===== config.mk =====
export PLATFORM = sky130hd
export DESIGN_NAME = br_resolve_unit
export DESIGN_NICKNAME = d
export VERILOG_FILES = /design/src/rtl/br_resolve_unit.sv
export SDC_FILE = /design/constraint.sdc
export NUM_CORES = 1
export LEC_CHECK = 0
export ABC_CLOCK_PERIOD_IN_PS = 5000
export CORE_MARGIN = 4
export CORE_UTILIZATION = 63
export CTS_CLUSTER_SIZE = 24
export DETAILED_ROUTE_END_ITERATION = 10
export DONT_BUFFER_PORTS = 1
export PLACE_DENSITY = 0.76
export SYNTH_ARGS = -nofsm -noshare
export SYNTH_HDL_FRONTEND = slang
export SYNTH_SLANG_ARGS = --single-unit

===== constraint.sdc =====
create_clock -name i_clk -period 5 [get_ports i_clk]
set_clock_uncertainty 0.15 [all_clocks]
set_input_delay 0.75 -clock i_clk [delete_from_list [all_inputs] [get_ports i_clk]]
set_output_delay 0.75 -clock i_clk [all_outputs]
set_load 0.03 [all_outputs]

===== src/rtl/br_resolve_unit.sv =====
// rtl/br_resolve_unit.sv - EX-stage branch resolution queue with flush, predictor update and statistics
//
// Fetch pushes each predicted conditional branch {pc, pred, alt} into an
// in-order circular queue. EX resolves the oldest entry with the actual
// direction. A wrong prediction clears the whole queue, because every younger
// entry is on the wrong path, and issues a one-cycle flush with the correct
// fetch pc.
//
// Ports:
//   i_clk, i_rst_n        clock, synchronous active-low reset
//   i_stall               blocks push only; resolve still proceeds
//   i_push, i_push_pc, i_push_pred, i_push_alt
//                         new predicted branch from fetch
//   i_res_valid, i_res_taken
//                         resolution of the oldest branch
//   o_full, o_empty       queue occupancy flags (combinational from count)
//   o_flush, o_redirect_pc
//                         registered mispredict pulse and correct pc
//   o_upd_valid, o_upd_pc, o_upd_taken
//                         registered predictor-update pulse
//   o_br_cnt, o_miss_cnt  saturating resolved-branch / mispredict counters
module br_resolve_unit #(
  parameter int DEPTH = 4,
  parameter int PC_W  = 32,
  parameter int CNT_W = 16
) (
  input  logic             i_clk,
  input  logic             i_rst_n,
  input  logic             i_stall,
  input  logic             i_push,
  input  logic [PC_W-1:0]  i_push_pc,
  input  logic             i_push_pred,
  input  logic [PC_W-1:0]  i_push_alt,
  input  logic             i_res_valid,
  input  logic             i_res_taken,
  output logic             o_full,
  output logic             o_empty,
  output logic             o_flush,
  output logic [PC_W-1:0]  o_redirect_pc,
  output logic             o_upd_valid,
  output logic [PC_W-1:0]  o_upd_pc,
  output logic             o_upd_taken,
  output logic [CNT_W-1:0] o_br_cnt,
  output logic [CNT_W-1:0] o_miss_cnt
);

  localparam int AW = (DEPTH > 1) ? $clog2(DEPTH) : 1;
  localparam int CW = $clog2(DEPTH + 1);
  localparam logic [AW-1:0] PTR_ONE  = AW'(1);
  localparam logic [CW-1:0] CNT_ONE  = CW'(1);
  localparam logic [CW-1:0] FULL_CNT = CW'(DEPTH);
  localparam logic [CNT_W-1:0] STAT_MAX = {CNT_W{1'b1}};

  logic [PC_W-1:0]  r_pc_q   [DEPTH];
  logic             r_pred_q [DEPTH];
  logic [PC_W-1:0]  r_alt_q  [DEPTH];

  logic [AW-1:0]    r_rd_ptr;
  logic [AW-1:0]    r_wr_ptr;
  logic [CW-1:0]    r_count;

  logic             r_flush;
  logic [PC_W-1:0]  r_redirect_pc;
  logic             r_upd_valid;
  logic [PC_W-1:0]  r_upd_pc;
  logic             r_upd_taken;
  logic [CNT_W-1:0] r_br_cnt;
  logic [CNT_W-1:0] r_miss_cnt;

  logic             w_full;
  logic             w_empty;
  logic [PC_W-1:0]  w_head_pc;
  logic             w_head_pred;
  logic [PC_W-1:0]  w_head_alt;
  logic             w_res_ok;
  logic             w_miss;
  logic             w_push_ok;

  assign w_full      = (r_count == FULL_CNT);
  assign w_empty     = (r_count == '0);
  assign w_head_pc   = r_pc_q[r_rd_ptr];
  assign w_head_pred = r_pred_q[r_rd_ptr];
  assign w_head_alt  = r_alt_q[r_rd_ptr];

  assign w_res_ok  = i_res_valid & ~w_empty;
  assign w_miss    = w_res_ok & (i_res_taken != w_head_pred);
  // A full queue can still accept a push when the head pops this cycle.
  // On a mispredict the pushed branch is younger than the bad one, so it is
  // wrong-path and dropped.
  assign w_push_ok = i_push & ~i_stall & (~w_full | w_res_ok) & ~w_miss;

  always_ff @(posedge i_clk) begin
    if (i_rst_n && w_push_ok) begin
      r_pc_q[r_wr_ptr]   <= i_push_pc;
      r_pred_q[r_wr_ptr] <= i_push_pred;
      r_alt_q[r_wr_ptr]  <= i_push_alt;
    end
  end

  always_ff @(posedge i_clk) begin
    if (!i_rst_n) begin
      r_rd_ptr      <= '0;
      r_wr_ptr      <= '0;
      r_count       <= '0;
      r_flush       <= 1'b0;
      r_redirect_pc <= '0;
      r_upd_valid   <= 1'b0;
      r_upd_pc      <= '0;
      r_upd_taken   <= 1'b0;
      r_br_cnt      <= '0;
      r_miss_cnt    <= '0;
    end else begin
      if (w_miss) begin
        // Discard everything by catching the read pointer up to the writer.
        r_rd_ptr <= r_wr_ptr;
        r_count  <= '0;
      end else begin
        if (w_res_ok) begin
          r_rd_ptr <= r_rd_ptr + PTR_ONE;
        end
        if (w_push_ok) begin
          r_wr_ptr <= r_wr_ptr + PTR_ONE;
        end
        if (w_push_ok && !w_res_ok) begin
          r_count <= r_count + CNT_ONE;
        end else if (w_res_ok && !w_push_ok) begin
          r_count <= r_count - CNT_ONE;
        end
      end

      r_flush     <= w_miss;
      r_upd_valid <= w_res_ok;
      if (w_miss) begin
        r_redirect_pc <= w_head_alt;
      end
      if (w_res_ok) begin
        r_upd_pc    <= w_head_pc;
        r_upd_taken <= i_res_taken;
      end

      if (w_res_ok && (r_br_cnt != STAT_MAX)) begin
        r_br_cnt <= r_br_cnt + 1'b1;
      end
      if (w_miss && (r_miss_cnt != STAT_MAX)) begin
        r_miss_cnt <= r_miss_cnt + 1'b1;
      end
    end
  end

  assign o_full        = w_full;
  assign o_empty       = w_empty;
  assign o_flush       = r_flush;
  assign o_redirect_pc = r_redirect_pc;
  assign o_upd_valid   = r_upd_valid;
  assign o_upd_pc      = r_upd_pc;
  assign o_upd_taken   = r_upd_taken;
  assign o_br_cnt      = r_br_cnt;
  assign o_miss_cnt    = r_miss_cnt;

endmodule


* Yosys cells after proc, flatten, opt, wreduce, memory -nomap -nowiden
Memory sizes are Yosys's and may differ from the RTL's. A register that Yosys moved wholly into a read port is not among the register bits.
Cells that the tools add are included.
W data, S select, Z words.
** Storage, ports and cells
- Memories :: 3
- Output and inout bits :: 101
- Input port bits :: 71
- Register bits :: 42
- Bits in writable memories :: 260
- Word-level logic and storage cells :: 54
** Memory list
- r_alt_q :: depth 4, bits a word 32, rd ports 1, clocked after Yosys merged registers in 1, wr ports 1, RTL line 56 : logic [PC_W-1:0] r_alt_q [DEPTH];
- r_pc_q :: depth 4, bits a word 32, rd ports 1, clocked after Yosys merged registers in 1, wr ports 1, RTL line 54 : logic [PC_W-1:0] r_pc_q [DEPTH];
- r_pred_q :: depth 4, bits a word 1, rd ports 1, clocked after Yosys merged registers in 1, wr ports 1, RTL line 55 : logic r_pred_q [DEPTH];
** Operators by class
- Bitwise gates (word level) :: 11
- Eq/ne operators :: 4
- $add $sub $neg :: 6
- Reduce and logical (&&, ||, !) cells :: 14
- Muxes and demuxes :: 8
** Operator list (count)
- $add A16 B1 Y16 const B :: 2
- $ne A16 B16 Y1 const B :: 2
- $mux W2 :: 4
- $mux W3 :: 2
- $and A1 B1 Y1 :: 5
- $logic_and A1 B1 Y1 :: 5
- $not A1 Y1 :: 5
- $add A2 B1 Y2 const B :: 2
- $logic_not A1 Y1 :: 4
- $reduce_bool A2 Y1 :: 2
- $add A3 B1 Y3 const B :: 1
- $eq A3 B3 Y1 const B :: 1
- $logic_not A3 Y1 :: 1
- $sub A3 B1 Y3 const B :: 1
- $mux W1 :: 2
- $reduce_and A2 Y1 :: 1
- $reduce_or A2 Y1 :: 1
- $ne A1 B1 Y1 :: 1
- $or A1 B1 Y1 :: 1

* Depth between registers and ports, before layout
Gate-level depths: netlist of the first run.
- Word-level depth :: 10
- Gate-level depth with buffers :: 9
- Mapped depth without buffers :: 8

* Worst setup path after synthesis of the first run
Ideal clock, no wire load.
- Kind :: input to register
- From :: in i_stall
- To :: mem r_alt_q[2][0], enable pin
- Stages on the path :: 4
- Library setup time :: 430 ps
- Data required time :: 4420 ps
- Setup slack :: 1293 ps
- Data arrival time :: 3127 ps
- Path buffers :: 0
- Cell sequence :: nand2b_1 > a21oi_1 > and3_1 > and2_1
** Between the ends
- Word-level cells in the longest chain between the ends :: 7
** Ends and longest elaborated chain
- start, declared :: RTL line 29 : input logic i_stall,
- $not A1 Y1 :: RTL line 90 : assign w_push_ok = i_push & ~i_stall & (~w_full | w_res_ok) & ~w_miss;
- $and A1 B1 Y1 (3 in series) :: RTL line 90
- $logic_and A1 B1 Y1 :: RTL line 93 : if (i_rst_n && w_push_ok) begin
- $mux W1 :: RTL line 93
- $mux W1 (implied by the code) :: RTL line 96 : r_alt_q[r_wr_ptr] <= i_push_alt;
- end, declared :: RTL line 56
Every way passes these cells.

* Worst setup path in the final report of the first run
- From :: reg r_count[0]
- To :: mem r_pc_q[1][29], enable pin
** Between the ends
- Word-level cells in the longest chain between the ends :: 9
- Elaborated cells on any way between the ends :: 13
- Those cells by class :: eq/ne (1); mux (2); bitwise (8); reduce/logical (2)
** Ends and longest elaborated chain
- start, declared :: RTL line 60 : logic [CW-1:0] r_count;
- start signal, assigned :: RTL line 125 : r_count <= r_count + CNT_ONE;
- start signal, assigned :: RTL line 127 : r_count <= r_count - CNT_ONE;
- $logic_not A3 Y1 :: RTL line 80 : assign w_empty = (r_count == '0);
- $not A1 Y1 :: RTL line 85 : assign w_res_ok = i_res_valid & ~w_empty;
- $and A1 B1 Y1 :: RTL line 85
- $or A1 B1 Y1 / $and A1 B1 Y1 (equally long branches) :: RTL line 90, 86
- $and A1 B1 Y1 / $not A1 Y1 (equally long branches)
- $and A1 B1 Y1 * :: RTL line 90
- $logic_and A1 B1 Y1 * :: RTL line 93
- $mux W1 * :: RTL line 93
- $mux W1 (implied by the code) * :: RTL line 94 : r_pc_q[r_wr_ptr] <= i_push_pc;
- end, declared :: RTL line 54
Mark *: on every way between the ends. The rest lies on a longest branch, timed or not.

==> results of run 1 <==
[layout make-up]
type / instances / area (sq um)
flip-flops and latches: 368 / 9980
fillers: 1344 / 6120
multi-input cells: 453 / 3530
clock buffers: 52 / 1050
well taps: 275 / 344
clock inverters: 15 / 114
inverters: 12 / 46.3
repair buffers: 5 / 37.5
[flip-flops by register name, summed over array words and instances, names as in the netlist, named ones only]
| register | flops |
|---|---|
| o_upd_valid | 1 |
| r_pred_q | 4 |
| r_alt_q | 128 |
| o_flush | 1 |
| r_pc_q | 128 |
| r_wr_ptr | 2 |
| o_miss_cnt | 16 |
| r_count | 3 |
| r_rd_ptr | 2 |
| o_redirect_pc | 32 |
| o_upd_pc | 32 |
| o_upd_taken | 1 |
| o_br_cnt | 16 |
[path summary, 6_finish.rpt]
path / from / end / cells after the start
worst max-delay path: r_count[0] / r_pc_q[1][29] / 5
worst min-delay path: i_push_pc[2] / r_pc_q[2][2] / 0
worst max register to register: r_count[0] / r_pc_q[1][29] / 5
worst min register to register: r_wr_ptr[1] / r_wr_ptr[1] / 2
[metrics by stage]
step                      instances  worst slack (ns)  area, sq um  util, %  total power (W)
after floorplan                 879              1.29        13700        -          0.00433
after global placement         1113              1.86        13900     65.6          0.00448
after detailed placement       1113              1.75        13900     65.6          0.00452
after CTS                      1180              1.85        15100     71.2          0.00713
after global routing           1180              1.67        15100     71.2          0.00735
final                          1180              1.88        15100     71.2          0.00707
[cells by family (layout without fill, tap and decap cells)]
group | Yosys count | count (layout) | share of synthesized area [%]
AO/OA/AOI/OAI | 116 | 116 | 4.83
adder cells (fa/ha/maj) | 7 | 7 | 0.694
buffers and inverters | 58 | 84 | 1.78
AND/OR/NAND/NOR | 245 | 245 | 7.92
multiplexers | 69 | 69 | 11.0
flip-flops | 368 | 368 | 72.7
XOR/XNOR | 16 | 16 | 1.08
[cells in the final DEF (no fill, tap or decap), types with 5 or more instances in the layout]
master     instances
nand2_1          156
nor3_1             8
a21oi_1           83
o21ai_0            7
clkbuf_1          10
nand3_1           11
or4_1              8
nor4_1             7
o31ai_1            9
buf_4              5
clkbuf_16         39
xnor2_1           14
ha_1               6
or3_1              6
nand4_1            6
edfxtp_1         260
nor2_1            22
mux4_2            65
clkinv_2           9
dfxtp_1          106
inv_1             11
[where the power goes]
group	total (W)	internal (W)	switching [W]
clock network	0.00263	0.00153	0.00109
registers	0.00378	0.00343	0.000353
logic	0.000664	0.000291	0.000373
[critical path, stage by stage (launching register included)]
cell and delay, ns:
dfxtp_1 0.47, nor3b_1 0.10, buf_4 0.18, a21oi_1 0.62, and3_1 0.34, and2_4 0.83
[layer usage]
layer	wire length, microns	GRT usage (%)
met5	0	0
met1	10400	28.0
met2	13200	37.2
met4	715	7.59
met3	2300	6.98
==> run summary, run 1 <==
status -> finished, final reports clean
Post-route DRC -> 0
max-slew violations -> 0
synthesized instance count -> 879
r2r setup slk -> 1.88 ns
final hold vios -> 0
Post-Syn Area per Cell -> 15.6 sq um
crit-path max FO -> 65
ys async rst share -> 0%
Syn Nets -> 957
Post-synth EDFFs -> 260
RSZ-0062 raised after global routing -> no
via/cell ratio -> 6.19
Synth warnings -> 0
Root Driver -> clkbuf_16
WHS -> 0.177 ns
initial DRC count -> 556
Max-slew headroom -> 26.1%
top post-synthesis cells by count -> edfxtp_1, nand2_1, dfxtp_1, a21oi_1, mux4_2
Max-cap violations -> 0
Top FF cell, synth -> edfxtp_1
Setup violations, final -> 0
CTS tree -> done
post-synth cell types -> 47
area leader, netlist -> edfxtp_1
Power per Cell Area -> 468 nW/um^2
grt total ovfl -> 0
initial antenna violation count -> 0
most frequent cell after synthesis -> edfxtp_1
clock slew at reported path FFs -> 0.06 ns
Worst setup EP type -> register
Area Overhead vs Synth -> 10.1%
post-synthesis sequential element count -> 368
Tmin final -> 3.12 ns
DRT Wirelength -> 26.6 mm
Sink Count -> 368
core area -> 21200 sq um
CTS Hold Bufs -> 0
largest cells by area after synthesis -> edfxtp_1, dfxtp_1, mux4_2, nand2_1, a21oi_1
worst path required time -> 4.98 ns
drt first pass iters -> 5
H-tree depth -> 2
first-pass GRT wire length -> 41.8 mm
Wirelength per Cell -> 22.6 microns
Post-Synthesis Cell Area -> 13700 sq um
# rows -> 53
Yosys top cell area share -> 57.0%
Worst VDD drop -> 0.000333 V
hold crit path type -> input pin to register
Worst Setup Path Type -> register to register
Die ar. -> 24200 sq um
share of layout cells above drive strength 1 -> 15.2%
Die W -> 156 microns
Nets -> 955
number of global-route vias before repair -> 7648
routability cong. -> 0.890
vias post-DR -> 7307
clock buffer depth -> 3
initial cell density of the core -> 64.6%
port bufs -> 0
setup TNS -> 0 ns
IO Pins -> 172
post-CTS resize count -> 0
worst slew pin tran -> 1.10 ns
antenna viol nets, final -> 0
startpoint types -> register
post-synthesis sequential area ratio -> 72.7%
postcts setup bufs -> 0
Leak Pwr -> 4.63 nW
DP HPWL -> 15.5 mm
clock latency on the worst-skew pair -> 0.51 ns
worst endpoint data arrival time -> 3.10 ns
Fmax achieved -> 0.320 GHz
number of buffers created by CTS -> 37
fin crit share -> 62.4%
Die Y -> 156 microns
Total Routing Usage GR -> 22.2%
Antenna Cells -> 0
largest net degree at the start of global routing -> 69
Power figures use the tool's default switching activity.
==> run 2, diff against run 1 <==
ABC_CLOCK_PERIOD_IN_PS = 2900   (was 5000)
clock period = 2.9 ns   (was 5 ns; I/O delays follow)
==> run 2 against run 1 <==
Against the previous run:
- worst setup slack worse by 1.5 ns
- non-clock buffer count up 95
- critical path depth grew 1
==> run summary, run 2 (synthesized netlist as in run 1, its figures left out) <==
sequential cell fraction of total power -> 51.8% (was 53.5%)
post-CTS resize count -> 0 (unchanged)
largest net degree at the start of global routing -> 61 (was 69)
setup TNS -> 0 ns (unchanged)
worst slew pin tran -> 0.675 ns (was 1.10 ns)
first-pass GRT wire length -> 45.1 mm (was 41.8 mm)
Comb power frac -> 11.7% (was 9.4%)
Top delay family on crit path -> simple AND/OR/NAND/NOR gates (unchanged)
RSZ-0062 raised after global routing -> no (unchanged)
largest stage delay on the critical path -> 0.58 ns (was 0.83 ns)
hold crit path type -> input pin to register (unchanged)
startpoint types -> register (unchanged)
Levels on crit path -> 6 (was 5)
CTS tree -> done (unchanged)
Die ar. -> 24200 sq um (unchanged)
commonest non-fill, non-tap cell in the layout -> edfxtp_1 (unchanged)
part of the power in the clock network -> 36.5% (was 37.1%)
DRT Wirelength -> 28.7 mm (was 26.6 mm)
clock latency on the worst-skew pair -> 0.51 ns (about the same)
final setup margin -> 0.408 ns (was 1.88 ns)
DP HPWL -> 17.0 mm (was 15.5 mm)
share of layout cells above drive strength 1 -> 16.4% (was 15.2%)
worst path required time -> 3.19 ns (was 4.98 ns)
Worst setup EP type -> register (unchanged)
routability cong. -> 0.851 (was 0.890)
r2r setup slk -> 0.41 ns (was 1.88 ns)
H-tree depth -> 2 (unchanged)
internal power -> 0.00924 W (was 0.00525 W)
clock buffer depth -> 3 (unchanged)
Tmin final -> 2.49 ns (was 3.12 ns)
Total Routing Usage GR -> 23.9% (was 22.2%)
Post-route DRC -> 0 (unchanged)
Slowest-stage cell, CP -> or4_1 (was and2_4)
status -> finished, final reports clean (unchanged)
area of the multi-input gates -> 3530 sq um (about the same)
Area Overhead vs Synth -> 17.7% (was 10.1%)
Root Driver -> clkbuf_16 (unchanged)
max-slew violations -> 0 (unchanged)
fin crit share -> 85.9% (was 62.4%)
Fmax achieved -> 0.401 GHz (was 0.320 GHz)
initial DRC count -> 632 (was 556)
port bufs -> 0 (unchanged)
sw power -> 0.00322 W (was 0.00182 W)
Buffers & Inverters on Critical Path -> 1 (unchanged)
vias post-DR -> 7849 (was 7307)
Worst Setup Path Type -> register to register (unchanged)
Leak Pwr -> 5.09 nW (was 4.63 nW)
initial cell density of the core -> 64.6% (unchanged)
Die Y -> 156 microns (unchanged)
Nets -> 1050 (was 955)
number of global-route vias before repair -> 8175 (was 7648)
Storage cell area -> 9980 sq um (unchanged)
worst endpoint data arrival time -> 2.78 ns (was 3.10 ns)
Sink Count -> 368 (unchanged)
commonest non-fill, non-tap cells in the layout -> edfxtp_1, nand2_1, dfxtp_1 (unchanged)
CP endpoint -> o_miss_cnt[6] (was r_pc_q[1][29])
reg2reg path depth -> 6 (was 5)
# rows -> 53 (unchanged)
initial antenna violation count -> 3 (was 0)
number of buffers created by CTS -> 37 (unchanged)
antenna viol nets, final -> 0 (unchanged)
postcts setup bufs -> 0 (unchanged)
clock slew at reported path FFs -> 0.06 ns (about the same)
Die W -> 156 microns (unchanged)
final hold vios -> 0 (unchanged)
crit-path max FO -> 60 (was 65)
Setup violations, final -> 0 (unchanged)
Fillers -> 1196 (was 1344)
Power per Cell Area -> 772 nW/um^2 (was 468 nW/um^2)
WHS -> 0.104 ns (was 0.177 ns)
hold path start -> i_res_valid (was i_push_pc[2])
core area -> 21200 sq um (unchanged)
sw frac -> 25.9% (was 25.7%)
drt first pass iters -> 5 (unchanged)
Worst VDD drop -> 0.000542 V (was 0.000333 V)
Wirelength per Cell -> 22.4 microns (was 22.6 microns)
CTS Hold Bufs -> 67 (was 0)
worst slack at placement -> 0.425 ns (was 1.75 ns)
grt total ovfl -> 0 (unchanged)
Max-slew headroom -> 54.6% (was 26.1%)
reg2reg end -> o_miss_cnt[6] (was r_pc_q[1][29])
worst-path cell chain -> mux4_2, xor2_2, nand2_2, buf_4, or4_1, a21oi_1 (was nor3b_1, buf_4, a21oi_1, and3_1, and2_4)
IO Pins -> 172 (unchanged)
largest registers -> r_alt_q: 128 flops, r_pc_q: 128 flops (unchanged)
Max-cap violations -> 0 (unchanged)
via/cell ratio -> 6.14 (was 6.19)
==> run 2: routing by layer <==
layer	up-vias	part of all wire, %	routed length [microns]	global-route usage [%]
met5	-	0	0	0
met4	0	2.8	801	7.79
met1	3926	37	10700	30.5
met2	340	51	14700	40.7
met3	61	8.8	2520	6.29
li1	3522	-	-	-
==> run 2: cell type report <==
class                   count  share of cell area [%]
diodes                      3                  0.0465
clock buffers              58                    6.79
clock inverters             9                   0.481
inverters                  12                   0.287
multi-input cells         453                    21.9
flip-flops and latches    368                    61.8
well taps                 275                    2.13
repair buffers            100                    6.54
==> run 2: tightest hold or removal path, cell delays in order <==
cell and delay (ns):
o31a_2 0.14, nand2_1 0.07, a21oi_1 0.05
==> run 2: how the worst min path moves through the flow <==
| stage | endpoint | cells past startpoint |
|---|---|---|
| 6_report | o_upd_taken | 3 |
| 5_1_grt | r_rd_ptr[1] | 3 |
| 4_1_cts | o_upd_taken | 3 |
| 3_5_place_dp | r_alt_q[0][11] | 0 |
| 3_3_place_gp | r_wr_ptr[1] | 2 |
| 2_1_floorplan | r_wr_ptr[1] | 2 |
==> run 2: power groups by stage <==
stage | Sequential, W | Clock [W] | Combinational (W)
final | 0.00645 | 0.00455 | 0.00146
after CTS | 0.00646 | 0.00460 | 0.00147
after global placement | 0.00655 | 0 | 0.00129
after global routing | 0.00649 | 0.00484 | 0.00160
after floorplan | 0.00645 | 0 | 0.00102
after detailed placement | 0.00657 | 0 | 0.00134
==> run 2: through the flow <==
stage	cells	utilization [%]	power (W)	instance area, sq um
2_1_floorplan	879	-	0.00747	13700
3_3_place_gp	1141	67.3	0.00783	14300
3_5_place_dp	1141	67.3	0.00791	14300
4_1_cts	1275	76.0	0.0125	16100
5_1_grt	1278	76.0	0.0129	16100
6_report	1278	76.0	0.0125	16100
==> run 3, diff against run 2 <==
CORE_MARGIN = 2   (was 4)
PLACE_DENSITY = 0.83   (was 0.76)
==> run 3 against run 2 <==
Against the previous run:
- clock power barely moved
- register-to-register slack got worse by 0.07 ns
- core utilization hardly changed
==> run summary, run 3 (synthesized netlist as in run 1, its figures left out) <==
largest net degree at the start of global routing -> 42 (was 61)
Area Overhead vs Synth -> 17.6% (was 17.7%)
port bufs -> 0 (unchanged)
Worst setup EP type -> register (unchanged)
Worst Setup Path Type -> register to register (unchanged)
DRT Wirelength -> 29.7 mm (was 28.7 mm)
hold path endpoint -> r_rd_ptr[1] (was o_upd_taken)
Die W -> 152 microns (was 156 microns)
final hold vios -> 0 (unchanged)
Wirelength per Cell -> 23.3 microns (was 22.4 microns)
DP Cell Count -> 1142 (was 1141)
Sink Count -> 368 (unchanged)
CTS tree -> done (unchanged)
share of layout cells above drive strength 1 -> 16.9% (was 16.4%)
core area -> 21200 sq um (unchanged)
clock latency on the worst-skew pair -> 0.52 ns (was 0.51 ns)
status -> finished, final reports clean (unchanged)
reg2reg end -> r_pc_q[3][24] (was o_miss_cnt[6])
post-CTS resize count -> 0 (unchanged)
Setup violations, final -> 0 (unchanged)
r2r setup slk -> 0.34 ns (was 0.41 ns)
max-slew violations -> 0 (unchanged)
antenna viol nets, final -> 0 (unchanged)
Die ar. -> 23000 sq um (was 24200 sq um)
Tmin final -> 2.56 ns (was 2.49 ns)
hold depth -> 3 (unchanged)
fin crit share -> 88.2% (was 85.9%)
M1 WL -> 11.1 mm (was 10.7 mm)
IO Pins -> 172 (unchanged)
clock buffer depth -> 3 (unchanged)
Buffers & Inverters on Critical Path -> 1 (unchanged)
hold crit path type -> input pin to register (unchanged)
DR top layer -> met4 (unchanged)
DR WL met2 -> 15.2 mm (was 14.7 mm)
worst slew pin tran -> 0.661 ns (was 0.675 ns)
crit-path max FO -> 29 (was 60)
DP HPWL -> 16.7 mm (was 17.0 mm)
worst path required time -> 2.95 ns (was 3.19 ns)
worst endpoint data arrival time -> 2.61 ns (was 2.78 ns)
postcts setup bufs -> 0 (unchanged)
Worst VDD drop -> 0.000547 V (was 0.000542 V)
Top delay family on crit path -> simple AND/OR/NAND/NOR gates (unchanged)
setup TNS -> 0 ns (unchanged)
Root Driver -> clkbuf_16 (unchanged)
Power per Cell Area -> 773 nW/um^2 (was 772 nW/um^2)
clock slew at reported path FFs -> 0.05 ns (was 0.06 ns)
Total Routing Usage GR -> 26.1% (was 23.9%)
grt total ovfl -> 0 (unchanged)
worst-path cell chain -> mux4_2, xor2_2, nand2_2, and3_1, and2_4, buf_12 (was mux4_2, xor2_2, nand2_2, buf_4, or4_1, a21oi_1)
Fmax achieved -> 0.391 GHz (was 0.401 GHz)
number of global-route vias before repair -> 8047 (was 8175)
commonest non-fill, non-tap cells in the layout -> edfxtp_1, nand2_1, dfxtp_1 (unchanged)
Die Y -> 152 microns (was 156 microns)
metal3 WL -> 2.47 mm (was 2.52 mm)
Fillers -> 1144 (was 1196)
final cell count without fillers -> 1276 (was 1278)
number of buffers created by CTS -> 36 (was 37)
largest stage delay on the critical path -> 0.53 ns (was 0.58 ns)
Max-slew headroom -> 55.5% (was 54.6%)
RSZ-0062 raised after global routing -> no (unchanged)
R2R Path Start -> r_pred_q[3]
via/cell ratio -> 6.23 (was 6.14)
initial DRC count -> 696 (was 632)
Nets -> 1050 (unchanged)
Max-cap violations -> 0 (unchanged)
Leak Pwr -> 5.08 nW (was 5.09 nW)
routability cong. -> 0.820 (was 0.851)
vias post-DR -> 7946 (was 7849)
hold path start -> i_res_taken (was i_res_valid)
Slowest-stage cell, CP -> mux4_2 (was or4_1)
commonest non-fill, non-tap cell in the layout -> edfxtp_1 (unchanged)
H-tree depth -> 2 (unchanged)
startpoint types -> register (unchanged)
Post-route DRC -> 0 (unchanged)
reg2reg path depth -> 6 (unchanged)
# rows -> 53 (unchanged)
initial cell density of the core -> 64.6% (unchanged)
largest registers -> r_alt_q: 128 flops, r_pc_q: 128 flops (unchanged)
first-pass GRT wire length -> 44.7 mm (was 45.1 mm)
initial antenna violation count -> 1 (was 3)
drt first pass iters -> 5 (unchanged)
[run 3: cell types whose count changed in the layout (fill, tap and decap cells not counted), sizes merged]
cell | before | now
clkbuf | 58 | 48
clkinv | 9 | 14
clkinvlp | 0 | 4
diode | 3 | 1
buf | 33 | 34
[run 3: worst max-delay path by stage]
stage                            from       endpoint  cells past startpoint
after floorplan              register  r_alt_q[0][0]                      6
after global placement       register  r_pc_q[3][22]                      6
after detailed placement  r_pred_q[3]  r_pc_q[3][11]                      6
after CTS                 r_pred_q[3]  r_pc_q[3][24]                      6
after global routing      r_pred_q[3]  r_pc_q[3][24]                      6
final                     r_pred_q[3]  r_pc_q[3][24]                      6
[run 3: area by class of cell]
| class | instances | area (sq um) | area share, % |
|---|---|---|---|
| Sequential cell | 368 | 9980 | 61.9 |
| Multi-Input combinational cell | 453 | 3530 | 21.9 |
| Timing Repair Buffer | 101 | 1060 | 6.59 |
| Clock buffer | 48 | 1030 | 6.38 |
| Tap cell | 275 | 344 | 2.13 |
| Clock inverter | 18 | 134 | 0.830 |
| Inverter | 12 | 46.3 | 0.287 |
| Antenna cell | 1 | 2.50 | 0.0155 |
[run 3: timing repair]
action / 4_1_cts / 5_1_grt
endpoints found under the setup margin: 0 / 0
hold endpoints to repair: 268 / 0
hold buffers: 67 / 0
[run 3: layer usage]
layer,GRT usage (%),up-vias
met3,6.02,76
li1,-,3524
met1,33.2,3957
met5,0,-
met4,9.17,0
met2,44.8,389
[run 3: through the flow]
| stage | setup slack (ns) | area, sq um | hold WS (ns) | util, % | total power, W |
|---|---|---|---|---|---|
| floorplan | 0.0200 | 13700 | 0.331 | - | 0.00747 |
| global placement | 0.442 | 14300 | 0.372 | 67.3 | 0.00785 |
| detailed placement | 0.380 | 14300 | 0.384 | 67.3 | 0.00790 |
| CTS | 0.363 | 16100 | 0.0663 | 76.0 | 0.0125 |
| global route | 0.266 | 16100 | 0.104 | 76.0 | 0.0129 |
| finish | 0.341 | 16100 | 0.0920 | 76.0 | 0.0125 |
[run 3: tightest hold or removal path, stage by stage]
cell	delay, ns
xor2_2	0.08
nand3_1	0.08
a31oi_1	0.09
[run 3: power breakdown]
group          internal (W)  switching, W
sequential          0.00590      0.000545
combinational      0.000645      0.000846
clock               0.00260       0.00193
total               0.00915       0.00332
